## src/rtl/collatz_sweep_ctrl.sv

```systemverilog
// collatz_sweep_ctrl
//   Sequencer for one Collatz step-count core. Sweeps N over [n_first, n_last],
//   launching the core once per point, capturing its step count and clearing it
//   between points. Reports the largest step count seen and the N that produced it.
//
//   Optional feature macro: SWEEP_WDOG_EN
//     defined   : per-point watchdog; a point whose core run reaches TIMEOUT cycles
//                 is skipped and the sticky err flag is set.
//     undefined : LAUNCH/RUN wait indefinitely; err is tied 0.
//
// Ports
//   clk, rst_n            clock (rising edge), asynchronous active-low reset
//   start                 begin sweep (sampled only in IDLE)
//   n_first, n_last       sweep range, inclusive; latched on accepted start
//   busy                  sweep in progress (LAUNCH/RUN/CAPTURE/CLEAR)
//   done                  one-cycle pulse at end of sweep
//   cur_n                 N currently being evaluated
//   max_steps, max_n      best step count so far and the N that produced it
//   err                   sticky watchdog flag
//   core_go               run request to core, high through LAUNCH and RUN
//   core_clr              one-cycle clear to core (CLEAR state)
//   core_n                operand to core (equals cur_n)
//   core_busy, core_steps core status; core_steps valid when core_busy falls
module collatz_sweep_ctrl #(
  parameter int unsigned W       = 8,
  parameter int unsigned TIMEOUT = 255
) (
  input  logic         clk,
  input  logic         rst_n,
  input  logic         start,
  input  logic [W-1:0] n_first,
  input  logic [W-1:0] n_last,
  output logic         busy,
  output logic         done,
  output logic [W-1:0] cur_n,
  output logic [W-1:0] max_steps,
  output logic [W-1:0] max_n,
  output logic         err,
  output logic         core_go,
  output logic         core_clr,
  output logic [W-1:0] core_n,
  input  logic         core_busy,
  input  logic [W-1:0] core_steps
);

  typedef enum logic [2:0] {
    S_IDLE,
    S_LAUNCH,
    S_RUN,
    S_CAPTURE,
    S_CLEAR,
    S_DONE
  } state_t;

  state_t       state;
  logic [W-1:0] n_last_q;

`ifdef SWEEP_WDOG_EN
  logic [W-1:0] wd_cnt;
  logic         err_q;
  logic         wd_hit;

  assign wd_hit = (wd_cnt == W'(TIMEOUT));
  assign err    = err_q;
`else
  assign err    = 1'b0;
`endif

  assign core_go  = (state == S_LAUNCH) || (state == S_RUN);
  assign core_clr = (state == S_CLEAR);
  assign done     = (state == S_DONE);
  assign core_n   = cur_n;

  always_ff @(posedge clk or negedge rst_n) begin
    if (!rst_n) begin
      state     <= S_IDLE;
      n_last_q  <= '0;
      busy      <= 1'b0;
      cur_n     <= '0;
      max_steps <= '0;
      max_n     <= '0;
`ifdef SWEEP_WDOG_EN
      wd_cnt    <= '0;
      err_q     <= 1'b0;
`endif
    end else begin
      case (state)
        S_IDLE: begin
          if (start) begin
            max_steps <= '0;
            max_n     <= '0;
            if ((n_first != '0) && (n_first <= n_last)) begin
              n_last_q <= n_last;
              cur_n    <= n_first;
              busy     <= 1'b1;
              state    <= S_LAUNCH;
`ifdef SWEEP_WDOG_EN
              err_q    <= 1'b0;
              wd_cnt   <= '0;
`endif
            end else begin
              state <= S_DONE;
            end
          end
        end

        S_LAUNCH: begin
`ifdef SWEEP_WDOG_EN
          if (wd_hit) begin
            err_q <= 1'b1;
            state <= S_CLEAR;
          end else begin
            wd_cnt <= wd_cnt + 1'b1;
            if (core_busy) state <= S_RUN;
          end
`else
          if (core_busy) state <= S_RUN;
`endif
        end

        S_RUN: begin
`ifdef SWEEP_WDOG_EN
          if (wd_hit) begin
            err_q <= 1'b1;
            state <= S_CLEAR;
          end else begin
            wd_cnt <= wd_cnt + 1'b1;
            if (!core_busy) state <= S_CAPTURE;
          end
`else
          if (!core_busy) state <= S_CAPTURE;
`endif
        end

        S_CAPTURE: begin
          // Strict compare: on a tie the earlier (smaller) N is kept.
          if (core_steps > max_steps) begin
            max_steps <= core_steps;
            max_n     <= cur_n;
          end
          state <= S_CLEAR;
        end

        S_CLEAR: begin
          // Compare before incrementing so n_last = all-ones ends without wrapping.
          if (cur_n == n_last_q) begin
            busy  <= 1'b0;
            state <= S_DONE;
          end else begin
            cur_n <= cur_n + 1'b1;
            state <= S_LAUNCH;
`ifdef SWEEP_WDOG_EN
            wd_cnt <= '0;
`endif
          end
        end

        S_DONE: state <= S_IDLE;

        default: state <= S_IDLE;
      endcase
    end
  end

endmodule
```

## config.mk

```make
export PLATFORM = sky130hd
export DESIGN_NAME = collatz_sweep_ctrl
export DESIGN_NICKNAME = d
export VERILOG_FILES = /design/src/rtl/collatz_sweep_ctrl.sv
export SDC_FILE = /design/constraint.sdc
export NUM_CORES = 1
export LEC_CHECK = 0
export ABC_AREA = 1
export CAP_MARGIN = 20
export CORE_UTILIZATION = 30
export DETAILED_ROUTE_END_ITERATION = 16
export GPL_ROUTABILITY_DRIVEN = 0
export PLACE_DENSITY_LB_ADDON = 0.12
export SYNTH_ARGS = -nofsm -noshare
export SYNTH_HDL_FRONTEND = slang
export SYNTH_SLANG_ARGS = --single-unit
```

## constraint.sdc

```tcl
create_clock -name clk -period 3.7 [get_ports clk]
set_input_delay 0.74 -clock clk [delete_from_list [all_inputs] [get_ports clk]]
set_output_delay 0.74 -clock clk [all_outputs]
set_load 0.05 [all_outputs]
```

==> metrics.md <==
| Metric | Value |
|---|---|
| Crit share post-route | 0.747 |
| RR Startpoint | max_steps[1] |
| Syn_area_per_cell | 7.36 sq um |
| Endpoints failing hold | 0 |
| Vias in the first global route | 2162 |
| Pwr per Cell Area | 894 nW/um^2 |
| Kind of critical path | flip-flop to output port |
| Internal Power | 1.37 mW |
| Worst-Skew Late Latency | 0.29 ns |
| 1st-pass router iterations | 11 |
| Max Cap Violations | 0 |
| # H-tree levels | 2 |
| Die Area | 8790 sq um |
| Die X | 93.7 um |
| Dpl cells | 492 |
| NumNets Final | 439 |
| Switching power total | 1.53 mW |
| Reg2reg path depth | 12 |
| Via count | 2244 |
| CP Capture Type | output port |
| Part of the power in combinational logic | 0.609 |
| Synth top cells by count | nand2_1 (97), inv_1 (49), dfrtp_1 (36) |
| Port bufs | 63 |
| Tightest Pin Transition | 0.877 ns |
| Placed cell area | 3130 sq um |
| Share of layout cells above drive strength 1 | 0.0557 |
| WL per Instance | 12.3 um |
| Post-synthesis sequential area ratio | 0.357 |
| Maximum VDD drop | 0.258 mV |
| Hold Path End | busy |
| Synth top area cells | dfrtp_1 (36%), nand2_1 (14%), ha_1 (8.4%) |
| Flop pwr share | 0.269 |
| Die height | 93.7 um |
| First-pass GRT wire length | 10400 um |
| Worst Setup Start Kind | flip-flop |
| DP Wirelength | 4540 um |
| Initial Utilization | 0.309 |
| ANT cells | 0 |
| Core area | 8180 sq um |
| Post-Route WL | 6170 um |
| Flip-flop and latch area | 901 sq um |
| Highest Clock Rate | 362 MHz |
| Async SR Flop Fraction | 1.00 |
| Antenna-violating nets left | 0 |
| Final setup TNS | 0 ns |
| Share of the synthesized area in the top cell type | 0.357 |
| Worst min path class | flip-flop to flip-flop |
| Fin crit period | 2.76 ns |
| Area occupied by multi-input gates | 1270 sq um |
| Cell count of the worst hold path | 2 |
| Violated checks | DRC |
| Post-synth top area cell | dfrtp_1 |
| Sw Share | 0.529 |
| Outcome | finished with violations |
| Longest Clk Path Bufs | 2 |
| Final setup viols | 0 |
| Clock power share | 0.122 |
| CTS buffer count | 5 |
| Slew Limit Fails | 0 |
| Root Buffer | clkbuf_8 |
| Most common cell in the netlist | nand2_1 |
| PostCTS Resize Cnt | 0 |
| Worst Skew | 0.00674 ns |
| Area Overhead vs Synth | 28.4% |
| Clock Sinks | 36 |
| Vias/cell | 4.49 |
| CTS tree | built |
| Top Ports | 65 |
| Post-CTS Setup Bufs | 0 |
| Syn nets | 388 |
| Syn Std Cell Area | 2520 sq um |
| Ys flop type | dfrtp_1 |
| Max-slew headroom | 0.415 |
| Yosys warns | 0 |
| Leak | 1.61 nW |
| Largest net degree at the start of global routing | 37 |
| Overflow left after global routing | 0 |
| Post-route cell area | 3240 sq um |
| Reg-to-Reg End | max_n[7] |
| CP max-delay cell | clkdlybuf4s50_1 |
| EDFF count, synth | 0 |
| R2R Setup Slk | 1.88 ns |
| CP max stage delay | 0.82 ns |
| Final Util | 0.397 |
| Critical path required time | 2.96 ns |
| #FFs+latches synth | 36 |
| Synth cell types | 31 |
| DRC viols | 1 |
| Cells after synthesis | 343 |
| Crit-path cells | nor2_1 > inv_1 > nor2_2 > buf_4 > clkdlybuf4s50_1 |
| Antenna violations before repair | 0 |
| Site row count | 33 |
| Worst min-delay path startpoint | busy |
| Clock-pin transition on the worst setup and hold timing paths | 0.07 ns |
| Non-filler cells, final | 500 |
| Gr usage total | 0.152 |
| CP Data Arrival Time | 2.02 ns |
| Fillers | 876 |
| Iteration-0 DRC Markers | 159 |
| Quantity of hold-fixing buffers added after cts | 0 |
| RSZ-0062 raised after global routing | no |
| Top fanout value on the critical path | 12 |
==> sequential cells by signal (all words and copies together), names as in the netlist <==
register / count
n_last_q: 8
state: 3
core_n: 8
max_n: 8
busy: 1
max_steps: 8
==> critical path, delay by kind of cell, from the launching register on <==
family	cells	cell delay, ns
DFF	1	0.45
and+or+nand+nor	2	0.22
buffers and inverters	3	1.07
==> final cells by class <==
type | instances | area share
multi-input combinational | 236 | 0.393
clock inverter | 2 | 0.0108
timing repair buffer | 64 | 0.195
inverter | 51 | 0.0598
tap | 105 | 0.0405
sequential | 36 | 0.278
clock buffer | 6 | 0.0224
==> power by group through the flow <==
stage	sequential, mW	combinational [mW]	clock (mW)
global route	0.813	1.92	0.378
finish	0.781	1.77	0.352
detailed placement	0.793	1.78	0
global placement	0.795	1.77	0
floorplan	1.11	0.994	0
CTS	0.787	1.79	0.365
==> stage by stage <==
| step | setup slack, ns | hold slack [ns] | power (mW) |
|---|---|---|---|
| after detailed placement | 1.05 | 0.467 | 2.57 |
| after global routing | 0.821 | 0.528 | 3.11 |
| after floorplan | 1.43 | 0.444 | 2.11 |
| after CTS | 0.917 | 0.493 | 2.94 |
| after global placement | 1.08 | 0.478 | 2.57 |
| final | 0.935 | 0.490 | 2.90 |
==> cells by family after synthesis <==
| family | synth area share |
|---|---|
| AND/OR/NAND/NOR | 0.320 |
| other | 0.00149 |
| buffers and inverters | 0.138 |
| AO/OA/AOI/OAI | 0.0644 |
| adder cells (fa/ha/maj) | 0.0842 |
| XOR/XNOR | 0.0347 |
| flip-flops | 0.357 |
==> metal layers <==
layer	global-route usage	routed length, um	vias up
li1	-	-	1162
met1	0.211	3170	1029
met2	0.239	2710	51
met3	0.0299	248	2
met4	0.0385	38	0
met5	0	0	-
==> cell usage in the layout (no fill, tap or decap), drive strengths merged <==
cell	count
nor4	1
dfrtp	36
ha	17
xor2	1
a21o	1
clkdlybuf4s50	62
a31oi	2
nor2	34
xnor2	9
inv	51
clkbuf	6
clkinv	1
nor3	2
bufinv	1
buf	2
nand3b	1
nand4	4
nand2	103
a21boi	1
nand3	35
o21ai	19
a21oi	5
conb	1
==> worst max path at each step <==
stage,startpoint,end,slack [ns]
global route,state[1],core_clr,0.82
global placement,n_first[1],core_n[6],1.08
floorplan,state[1],done,1.43
CTS,state[1],core_clr,0.92
detailed placement,n_first[1],core_n[6],1.05
finish,state[1],core_clr,0.94
Note: power is estimated with default switching activity, not from simulation.
